`src/rtl/mult_result_checker_sat_counter.sv`:
```
// ---------------------------------------------------------------------------
// mult_result_checker_sat_counter (sat_counter)
// Up-counter that sticks at all ones instead of wrapping.
//   clk    clock, rising edge
//   rst_n  synchronous active-low reset
//   clr    synchronous clear (wins over inc)
//   inc    increment by one unless already saturated
//   count  current value
// ---------------------------------------------------------------------------
module mult_result_checker_sat_counter #(
    parameter int WIDTH = 16
) (
    input  logic             clk,
    input  logic             rst_n,
    input  logic             clr,
    input  logic             inc,
    output logic [WIDTH-1:0] count
);
    always_ff @(posedge clk) begin
        if (!rst_n) begin
            count <= '0;
        end else if (clr) begin
            count <= '0;
        end else if (inc && (count != '1)) begin
            count <= count + 1'b1;
        end
    end
endmodule

```
`config.mk`:
```
export PLATFORM = sky130hd
export DESIGN_NAME = mult_result_checker_sat_counter
export DESIGN_NICKNAME = d
export VERILOG_FILES = /design/src/rtl/mult_result_checker_sat_counter.sv
export SDC_FILE = /design/constraint.sdc
export NUM_CORES = 1
export LEC_CHECK = 0
export CAP_MARGIN = 10
export CORE_MARGIN = 1.5
export CORE_UTILIZATION = 30
export CTS_BUF_LIST = sky130_fd_sc_hd__clkbuf_16
export DETAILED_ROUTE_END_ITERATION = 12
export GPL_ROUTABILITY_DRIVEN = 0
export PLACE_DENSITY = 0.56
export SLEW_MARGIN = 20
export SYNTH_ARGS = -nofsm -noshare
export SYNTH_HDL_FRONTEND = slang
export SYNTH_SLANG_ARGS = --single-unit
```
`constraint.sdc`:
```
create_clock -name clk -period 4.7 [get_ports clk]
set_input_delay 0.94 -clock clk [delete_from_list [all_inputs] [get_ports clk]]
set_output_delay 0.94 -clock clk [all_outputs]
set_load 0.02 [all_outputs]
```
==> qor.csv, run 1 <==
metric,value,unit
Setup WS pre-CTS,2.12,ns
Final period util,50.3,%
FF-to-FF setup slack,3.06,ns
clk_lat worst skew,0.24,ns
drt total wl,2.00,mm
Iter 0 DRT Violations,9,
Avg Synthesized Cell Area,9.50,sq um
CP startpoint,inc,
Max Cap Viol,0,
critical path data required time,4.87,ns
sw frac,18.3,%
final setup fails,0,
Period minus WS final,2.36,ns
critical path capture point type,flop,
Synth area leader,dfxtp_1,
largest registers,count x16,
syn nets,96,
Peak VDD IR,0.000123,V
hold path cells,2,
DP HPWL,1.45,mm
Syn Std Cell Area,865,sq um
Main synth FF type,dfxtp_1,
CTS tree,done,
Largest register FFs,16,
vias in the first global route,771,
initial antenna violation count,0,
largest family of logic cells by synthesized area,simple AND/OR/NAND/NOR gates,
r2r startpoint,count[0],
largest net degree at the start of global routing,12,
crit-path cells,"clkdlybuf4s50_1, and4_2, nand3_4, or4_1, a21oi_1",
Yosys top cell area share,37.0,%
width of the die,56.7,um
DRC violations left,0,
P_int,0.254,mW
switching power,0.0570,mW
vias per std cell,5.66,
largest stage delay on the critical path,0.53,ns
multiplexer share of the synthesized area,1.16,%
drt wl/cell,14.0,um
total congestion overflow,0,
Comb power frac,3.6,%
run status,finished clean,
drt first pass iters,4,
routed wl met2,968,um
H-tree levels,1,
Metal-1 WL,920,um
Post-Synth XOR/XNOR Area,4.05,%
Clk pwr share,52.2,%
CTS root buf,clkbuf_16,
post-route ant nets,0,
Core Region,2730,sq um
Post-Synth Adder-Cell Area,1.45,%
cell leakage power,0.414,nW
Seq pwr share,44.2,%
Setup TNS Final,0,ns
final hold vios,0,
clock skew,0.00135,ns
metal3 WL,75,um
Synth Area in Compound Gates,21.4,%
PwrDens,267,nW/um^2
antenna cell count,0,
post-synthesis sequential area ratio,37.0,%
fraction of registers with async set/reset,0,%
Startpoint Class,input pin,
RSZ-0062 raised after global routing,no,
die area,3210,sq um
most common cell in the netlist,dfxtp_1,
Worst Path Arrival,2.53,ns
Filler cells,274,
Final nets,119,
Cell variety after synth,38,
Post-Synthesis Cells,91,
I/O pin cnt,20,
max frequency,0.423,GHz
Yosys Warn Count,0,
Layout area overhead,34.7,%
Clock transition at path regs,0.05,ns
DR top layer,met4,
die height,56.7,um
synthesis-stage register bit count,16,
GR Util All Layers,13.2,%
worst-margin pin slew,0.503,ns
I/O Buffers,19,
share of layout cells above drive strength 1,9.82,%
most flop-heavy register,count,
headroom to the max-slew limit,66.4,%
Setup Crit Path Kind,input pin to flop,
Setup WS post-layout,2.34,ns
maximum root-to-sink buffer count,2,
DR vias,810,
TritonCTS Sinks,16,
synth cell count leaders,"16 x dfxtp_1, 10 x nor2_1, 5 x nand2_1",
Synth area leaders,"dfxtp_1 37%, nand4_4 4.9%, nor2_1 4.3%, o41ai_4 3.2%, xor2_1 3.0%",
hold_buf cts,0,
hold_sp,count[2],
postcts setup bufs,0,
number of synthesized flops with an enable pin,0,
Initial Util,31.6,%
first-pass GRT wire length,3.35,mm
"slowest stage cell, crit path",clkdlybuf4s50_1,
CTS resizes,0,
R2R cell count,5,
worst-path fanout max,9,
max-slew violations,0,
worst hold path class,flop to flop,
Site Rows,19,
Synth Area in Simple Gates,33.6,%
TritonCTS buffer count,3,
==> layout by cell type (no fill, tap or decap) <==
master / count
o31ai_1: 2
and4_1: 1
nand4_1: 2
o311ai_2: 1
o21ai_0: 4
nor3_1: 1
nor4_1: 3
nand2b_1: 2
nor3b_1: 1
inv_1: 2
o211a_1: 1
mux2i_1: 1
nand2_1: 5
nor3_2: 1
clkdlybuf4s50_1: 19
xor2_1: 3
o31a_1: 1
dfxtp_1: 16
o211ai_1: 1
xnor2_1: 1
a21oi_1: 4
nor2_1: 10
nand3_1: 4
o2111ai_1: 1
nor2b_1: 1
o41ai_1: 2
or4_1: 2
and2_1: 3
and3_1: 1
o21a_1: 1
ha_1: 1
nand3_4: 1
o311ai_0: 2
clkbuf_16: 3
nand4_4: 2
a41oi_1: 1
o41ai_4: 1
and4_2: 2
or3_1: 2
==> cell type report <==
type / instances / area [sq um] / area share (%)
Sequential cell: 16 / 320 / 27.5
Multi-Input combinational cell: 72 / 533 / 45.8
Tap cell: 31 / 38.8 / 3.33
Clock buffer: 3 / 75.1 / 6.44
Inverter: 2 / 7.51 / 0.644
Timing Repair Buffer: 19 / 190 / 16.3
==> cells by family after synthesis <==
logic type | count (synthesis)
adder cells (fa/ha/maj) | 1
AO/OA/AOI/OAI | 22
multiplexers | 1
flip-flops | 16
AND/OR/NAND/NOR | 44
XOR/XNOR | 4
buffers and inverters | 3
==> per-layer routing <==
layer | track usage [%] | up-vias
li1 | - | 398
met1 | 15.2 | 386
met2 | 22.9 | 21
met3 | 3.00 | 5
met4 | 6.12 | 0
met5 | 0 | -
==> stage by stage <==
stage | instance area (sq um) | utilization, % | hold WS, ns | power, mW | instances
5_1_grt | 1160 | 42.6 | 0.573 | 0.322 | 143
3_3_place_gp | 1090 | 39.9 | 0.515 | 0.151 | 140
2_1_floorplan | 865 | - | 0.585 | 0.146 | 91
6_report | 1160 | 42.6 | 0.528 | 0.311 | 143
3_5_place_dp | 1090 | 39.9 | 0.526 | 0.151 | 140
4_1_cts | 1160 | 42.6 | 0.535 | 0.315 | 143
==> power groups by stage <==
stage / sequential, mW / combinational [mW] / clock (mW)
after floorplan: 0.141 / 0.00505 / 0
after global placement: 0.140 / 0.0112 / 0
after detailed placement: 0.140 / 0.0114 / 0
after CTS: 0.137 / 0.0114 / 0.167
after global routing: 0.137 / 0.0122 / 0.172
final: 0.137 / 0.0112 / 0.162
==> path summary, 6_finish.rpt <==
path          endpoint
max           count[9]
min           count[2]
max reg2reg  count[14]
min reg2reg   count[2]
==> worst max-delay path, delay by kind of cell <==
kind                   cells  cell delay (ns)
AND/OR/NAND/NOR            3             0.89
buffers and inverters      1             0.53
AO/OA/AOI/OAI              1             0.16
Note: power is estimated with default switching activity, not from simulation.
==> run 2, diff against run 1 <==
PLACE_DENSITY = 0.57   (was 0.56)
clock period = 2 ns   (was 4.7 ns; I/O delays follow)
==> run 2 against run 1 <==
  * Final cell count grew 3.5%
  * Critical endpoint is now count[3]
  * Critical path type is now flop to output pin
  * Register-to-register slack lost 2.6 ns
  * Non-clock buffer count grew 5
  * Routed wire length grew 1.2%
==> qor.csv, run 2 (same netlist as run 1, synthesis figures left out) <==
metric,value,unit,change
most frequent cells in the layout,"19 x clkdlybuf4s50_1, 16 x dfxtp_1, 10 x nor2_1",,unchanged
vias per std cell,5.48,,was 5.66
clock skew,0.00159,ns,was 0.00135 ns
Post-DP Area,1130,sq um,was 1090 sq um
DR vias,811,,was 810
"CP delay by family, top",buffers and inverters,,was simple AND/OR/NAND/NOR gates
Setup WS pre-CTS,0.0247,ns,was 2.12 ns
switching power,0.134,mW,was 0.0570 mW
CTS tree,done,,unchanged
DR top layer,met4,,unchanged
drt first pass iters,4,,unchanged
Filler cells,275,,was 274
Setup WS post-layout,0.197,ns,was 2.34 ns
Core Region,2730,sq um,unchanged
Setup TNS Final,0,ns,unchanged
largest registers,count x16,,unchanged
postcts setup bufs,0,,unchanged
RSZ-0062 raised after global routing,no,,unchanged
DP HPWL,1.51,mm,was 1.45 mm
maximum root-to-sink buffer count,2,,unchanged
clk_lat worst skew,0.24,ns,about the same
"most common cell after layout, fill and taps aside",clkdlybuf4s50_1,,unchanged
"slowest stage cell, crit path",clkdlybuf4s50_1,,unchanged
vias in the first global route,769,,was 771
Iter 0 DRT Violations,7,,was 9
Layout area overhead,39.1,%,was 34.7%
worst hold path class,flop to flop,,unchanged
I/O pin cnt,20,,unchanged
share of layout cells above drive strength 1,13.7,%,was 9.82%
FF-to-FF setup slack,0.44,ns,was 3.06 ns
sw frac,18.3,%,about the same
antenna cell count,0,,unchanged
CTS resizes,0,,unchanged
I/O Buffers,19,,unchanged
DRC violations left,0,,unchanged
hold_buf cts,0,,unchanged
Buf/Inv on CP,1,,unchanged
max-slew violations,0,,unchanged
Setup Crit Path Kind,flop to output pin,,was input pin to flop
H-tree levels,1,,unchanged
width of the die,56.7,um,unchanged
Final Instance Area,1200,sq um,was 1160 sq um
metal3 WL,61,um,was 75 um
Worst Path Arrival,1.40,ns,was 2.53 ns
cell leakage power,0.438,nW,was 0.414 nW
die area,3210,sq um,unchanged
routed wl met2,1.02,mm,was 968 um
most flop-heavy register,count,,unchanged
Largest register FFs,16,,unchanged
final setup fails,0,,unchanged
Startpoint Class,flop,,was input pin
GR Util All Layers,14.2,%,was 13.2%
drt wl/cell,13.7,um,was 14.0 um
Clock transition at path regs,0.05,ns,about the same
PwrDens,610,nW/um^2,was 267 nW/um^2
initial antenna violation count,0,,unchanged
crit-path cells,clkdlybuf4s50_1,,"was clkdlybuf4s50_1, and4_2, nand3_4, or4_1, a21oi_1"
max frequency,0.555,GHz,
drt total wl,2.02,mm,was 2.00 mm
critical path capture point type,output pin,,was flop
largest net degree at the start of global routing,10,,was 12
critical path data required time,1.60,ns,was 4.87 ns
CTS root buf,clkbuf_16,,unchanged
Final period util,90.2,%,
hold_sp,count[5],,was count[2]
Metal-1 WL,928,um,was 920 um
P_int,0.600,mW,was 0.254 mW
total congestion overflow,0,,unchanged
Final nets,124,,was 119
Site Rows,19,,unchanged
die height,56.7,um,unchanged
TritonCTS buffer count,3,,unchanged
first-pass GRT wire length,3.49,mm,was 3.35 mm
Seq pwr share,43.9,%,was 44.2%
Initial Util,31.6,%,unchanged
headroom to the max-slew limit,71.0,%,was 66.4%
post-route ant nets,0,,unchanged
worst-margin pin slew,0.433,ns,was 0.503 ns
worst-path fanout max,8,,was 9
run status,finished clean,,unchanged
TritonCTS Sinks,16,,unchanged
r2r startpoint,count[0],,unchanged
final core utilization,44.0,%,was 42.6%
largest stage delay on the critical path,0.67,ns,was 0.53 ns
Period minus WS final,1.80,ns,
Clk pwr share,52.0,%,was 52.2%
Comb power frac,4.1,%,was 3.6%
Peak VDD IR,0.000440,V,was 0.000123 V
CP startpoint,count[3],,was inc
final hold vios,0,,unchanged
Max Cap Viol,0,,unchanged
[run 2: cell types whose count changed in the layout (fill, tap and decap cells not counted)]
| cell | before | now |
|---|---|---|
| buf_4 | 0 | 5 |
[run 2: final timing paths]
kind,to,cells past startpoint
setup / recovery,count[3],1
hold / removal,count[5],2
hold reg to reg,count[5],2
setup reg to reg,count[14],6
[run 2: cell type report]
| class | count | area (sq um) | area share [%] |
|---|---|---|---|
| inverter | 2 | 7.51 | 0.624 |
| multi-input combinational | 72 | 533 | 44.3 |
| tap | 31 | 38.8 | 3.23 |
| sequential | 16 | 320 | 26.6 |
| timing repair buffer | 24 | 228 | 18.9 |
| clock buffer | 3 | 75.1 | 6.24 |
[run 2: power by group through the flow]
stage	clock (mW)	sequential (mW)	combinational, mW
floorplan	0	0.330	0.0119
global placement	0	0.329	0.0308
detailed placement	0	0.329	0.0307
CTS	0.388	0.322	0.0309
global route	0.409	0.322	0.0328
finish	0.381	0.322	0.0301
[run 2: metrics by stage]
step	hold WS, ns	std cells	total power, mW
3_3_place_gp	0.506	145	0.360
3_5_place_dp	0.531	145	0.359
6_report	0.531	148	0.734
2_1_floorplan	0.584	91	0.342
5_1_grt	0.585	148	0.764
4_1_cts	0.538	148	0.741
[run 2: metal layers]
layer  vias up  GRT usage, %
met5         -             0
met4         0          6.12
met1       386          18.2
met3         2          4.38
met2        10          21.8
li1        413             -
==> run 3, diff against run 2 <==
CORE_UTILIZATION = 25   (was 30)
PLACE_DENSITY = 0.5   (was 0.57)
==> run 3 against run 2 <==
  * Worst hold slack got worse by 0.0048 ns
  * Clock skew increased by 0.0032 ns
  * Clock power increased by 3%
  * Count of clock-buffer cells in the layout unchanged
  * Sequential power about the same
  * Register-to-register slack improved by 0.02 ns
  * Flip-flop and latch count unchanged
  * Critical endpoint is now count[10]
  * Highest routed layer unchanged
==> qor.csv, run 3 (same netlist as run 1, synthesis figures left out) <==
metric,value,unit,change
run status,finished clean,,unchanged
clk_lat worst skew,0.25,ns,was 0.24 ns
antenna cell count,0,,unchanged
Startpoint Class,flop,,unchanged
critical path data required time,1.60,ns,about the same
RSZ-0062 raised after global routing,no,,unchanged
postcts setup bufs,0,,unchanged
GR Layer Usage met1,15.9,%,was 18.2%
Comb power frac,4.1,%,about the same
Buf/Inv on CP,1,,unchanged
maximum root-to-sink buffer count,2,,unchanged
H-tree levels,1,,unchanged
cell leakage power,0.449,nW,was 0.438 nW
busiest grt layer,met2,,unchanged
critical path capture point type,output pin,,unchanged
total congestion overflow,0,,unchanged
WHS,0.526,ns,was 0.531 ns
vias per std cell,4.93,,was 5.48
Period minus WS final,1.75,ns,was 1.80 ns
die height,61.8,um,was 56.7 um
die area,3820,sq um,was 3210 sq um
share of layout cells above drive strength 1,15.1,%,was 13.7%
clock skew,0.00478,ns,was 0.00159 ns
worst hold path class,flop to flop,,unchanged
sw frac,19.3,%,was 18.3%
"slowest stage cell, crit path",clkdlybuf4s50_1,,unchanged
max frequency,0.570,GHz,was 0.555 GHz
largest stage delay on the critical path,0.65,ns,was 0.67 ns
headroom to the max-slew limit,69.8,%,was 71.0%
Setup TNS Final,0,ns,unchanged
"CP delay by family, top",buffers and inverters,,unchanged
Setup WS pre-CTS,0.0484,ns,was 0.0247 ns
Largest register FFs,16,,unchanged
vias in the first global route,723,,was 769
CTS tree,done,,unchanged
hold_sp,count[2],,was count[5]
crit-path cells,clkdlybuf4s50_1,,unchanged
r2r startpoint,count[13],,was count[0]
area of the multi-input gates,533,sq um,unchanged
Clk pwr share,52.6,%,was 52.0%
Max Cap Viol,0,,unchanged
drt wl/cell,12.4,um,was 13.7 um
Worst Path Arrival,1.35,ns,was 1.40 ns
final setup fails,0,,unchanged
initial antenna violation count,0,,unchanged
TritonCTS Sinks,16,,unchanged
drt first pass iters,4,,unchanged
switching power,0.144,mW,was 0.134 mW
Initial Util,25.9,%,was 31.6%
Setup WS post-layout,0.247,ns,was 0.197 ns
I/O Buffers,19,,unchanged
PwrDens,602,nW/um^2,was 610 nW/um^2
most frequent cells in the layout,"19 x clkdlybuf4s50_1, 16 x dfxtp_1, 10 x nor2_1",,unchanged
Design Power,0.744,mW,was 0.734 mW
Clock transition at path regs,0.05,ns,about the same
P_int,0.600,mW,about the same
DP HPWL,1.57,mm,was 1.51 mm
Seq pwr share,43.3,%,was 43.9%
final hold vios,0,,unchanged
sink of the worst hold path,count[2],,was count[5]
CTS root buf,clkbuf_16,,unchanged
max-slew violations,0,,unchanged
Peak VDD IR,0.000239,V,was 0.000440 V
Post-Place Cells,162,,was 145
worst-margin pin slew,0.450,ns,was 0.433 ns
fin cells,165,,was 148
drt total wl,2.05,mm,was 2.02 mm
FF/Latch Area,320,sq um,unchanged
Iter 0 DRT Violations,11,,was 7
GR Util All Layers,11.9,%,was 14.2%
"most common cell after layout, fill and taps aside",clkdlybuf4s50_1,,unchanged
DRC violations left,0,,unchanged
post-route ant nets,0,,unchanged
met2 GRT Util,18.0,%,was 21.8%
largest net degree at the start of global routing,10,,unchanged
most flop-heavy register,count,,unchanged
hold path cells,2,,unchanged
worst-path fanout max,5,,was 8
I/O pin cnt,20,,unchanged
Layout area overhead,43.0,%,was 39.1%
Final nets,126,,was 124
FF-to-FF setup slack,0.46,ns,was 0.44 ns
width of the die,61.8,um,was 56.7 um
Filler cells,356,,was 275
DR vias,814,,was 811
Reg-to-Reg End,count[1],,was count[14]
first-pass GRT wire length,3.29,mm,was 3.49 mm
hold_buf cts,0,,unchanged
met3 Track Usage GR,2.48,%,was 4.38%
Site Rows,21,,was 19
CTS resizes,0,,unchanged
critical path depth in cells,1,,unchanged
Final period util,87.7,%,was 90.2%
Core Region,3340,sq um,was 2730 sq um
TritonCTS buffer count,3,,unchanged
Setup Crit Path Kind,flop to output pin,,unchanged
R2R cell count,4,,was 6
largest registers,count x16,,unchanged
[run 3: cell count changes in the layout (fill, tap and decap cells not counted)]
| cell | change |
|---|---|
| buf_4 | +2 |
[run 3: cell type report]
cell class                      instances  share of cell area (%)
Timing Repair Buffer                   26                    19.6
Clock buffer                            3                    6.07
Multi-Input combinational cell         72                    43.1
Tap cell                               46                    4.66
Inverter                                2                   0.607
Sequential cell                        16                    25.9
[run 3: worst max-delay path by stage]
stage	start	end	slack [ns]
finish	count[10]	count[10]	0.25
global route	inc	count[15]	0.15
CTS	count[10]	count[10]	0.25
detailed placement	inc	count[13]	0.05
global placement	inc	count[13]	0.08
floorplan	count[0]	count[14]	0.33
[run 3: through the flow]
step | utilization, % | cell area (sq um)
detailed placement | 34.8 | 1160
global route | 37.0 | 1240
CTS | 37.0 | 1240
finish | 37.0 | 1240
floorplan | - | 865
global placement | 34.8 | 1160
[run 3: worst register-to-register path: cells and delay by family (launching register included)]
kind | cells | cell delay [ns]
muxes | 1 | 0.23
AOI/OAI and AO/OA | 1 | 0.49
DFF | 1 | 0.44
and+or+nand+nor | 2 | 0.27
[run 3: routing by layer]
| metal | vias to the layer above | wire, um | share of wire, % |
|---|---|---|---|
| met2 | 14 | 967 | 47 |
| met4 | 0 | 42 | 2.0 |
| li1 | 418 | - | - |
| met1 | 377 | 982 | 48 |
| met3 | 5 | 61 | 3.0 |
| met5 | - | 0 | 0 |
[run 3: power groups by stage]
stage | Combinational, mW | Sequential [mW] | Clock, mW
floorplan | 0.0119 | 0.330 | 0
global placement | 0.0308 | 0.329 | 0
detailed placement | 0.0310 | 0.329 | 0
CTS | 0.0312 | 0.322 | 0.398
global route | 0.0335 | 0.322 | 0.412
finish | 0.0304 | 0.322 | 0.391
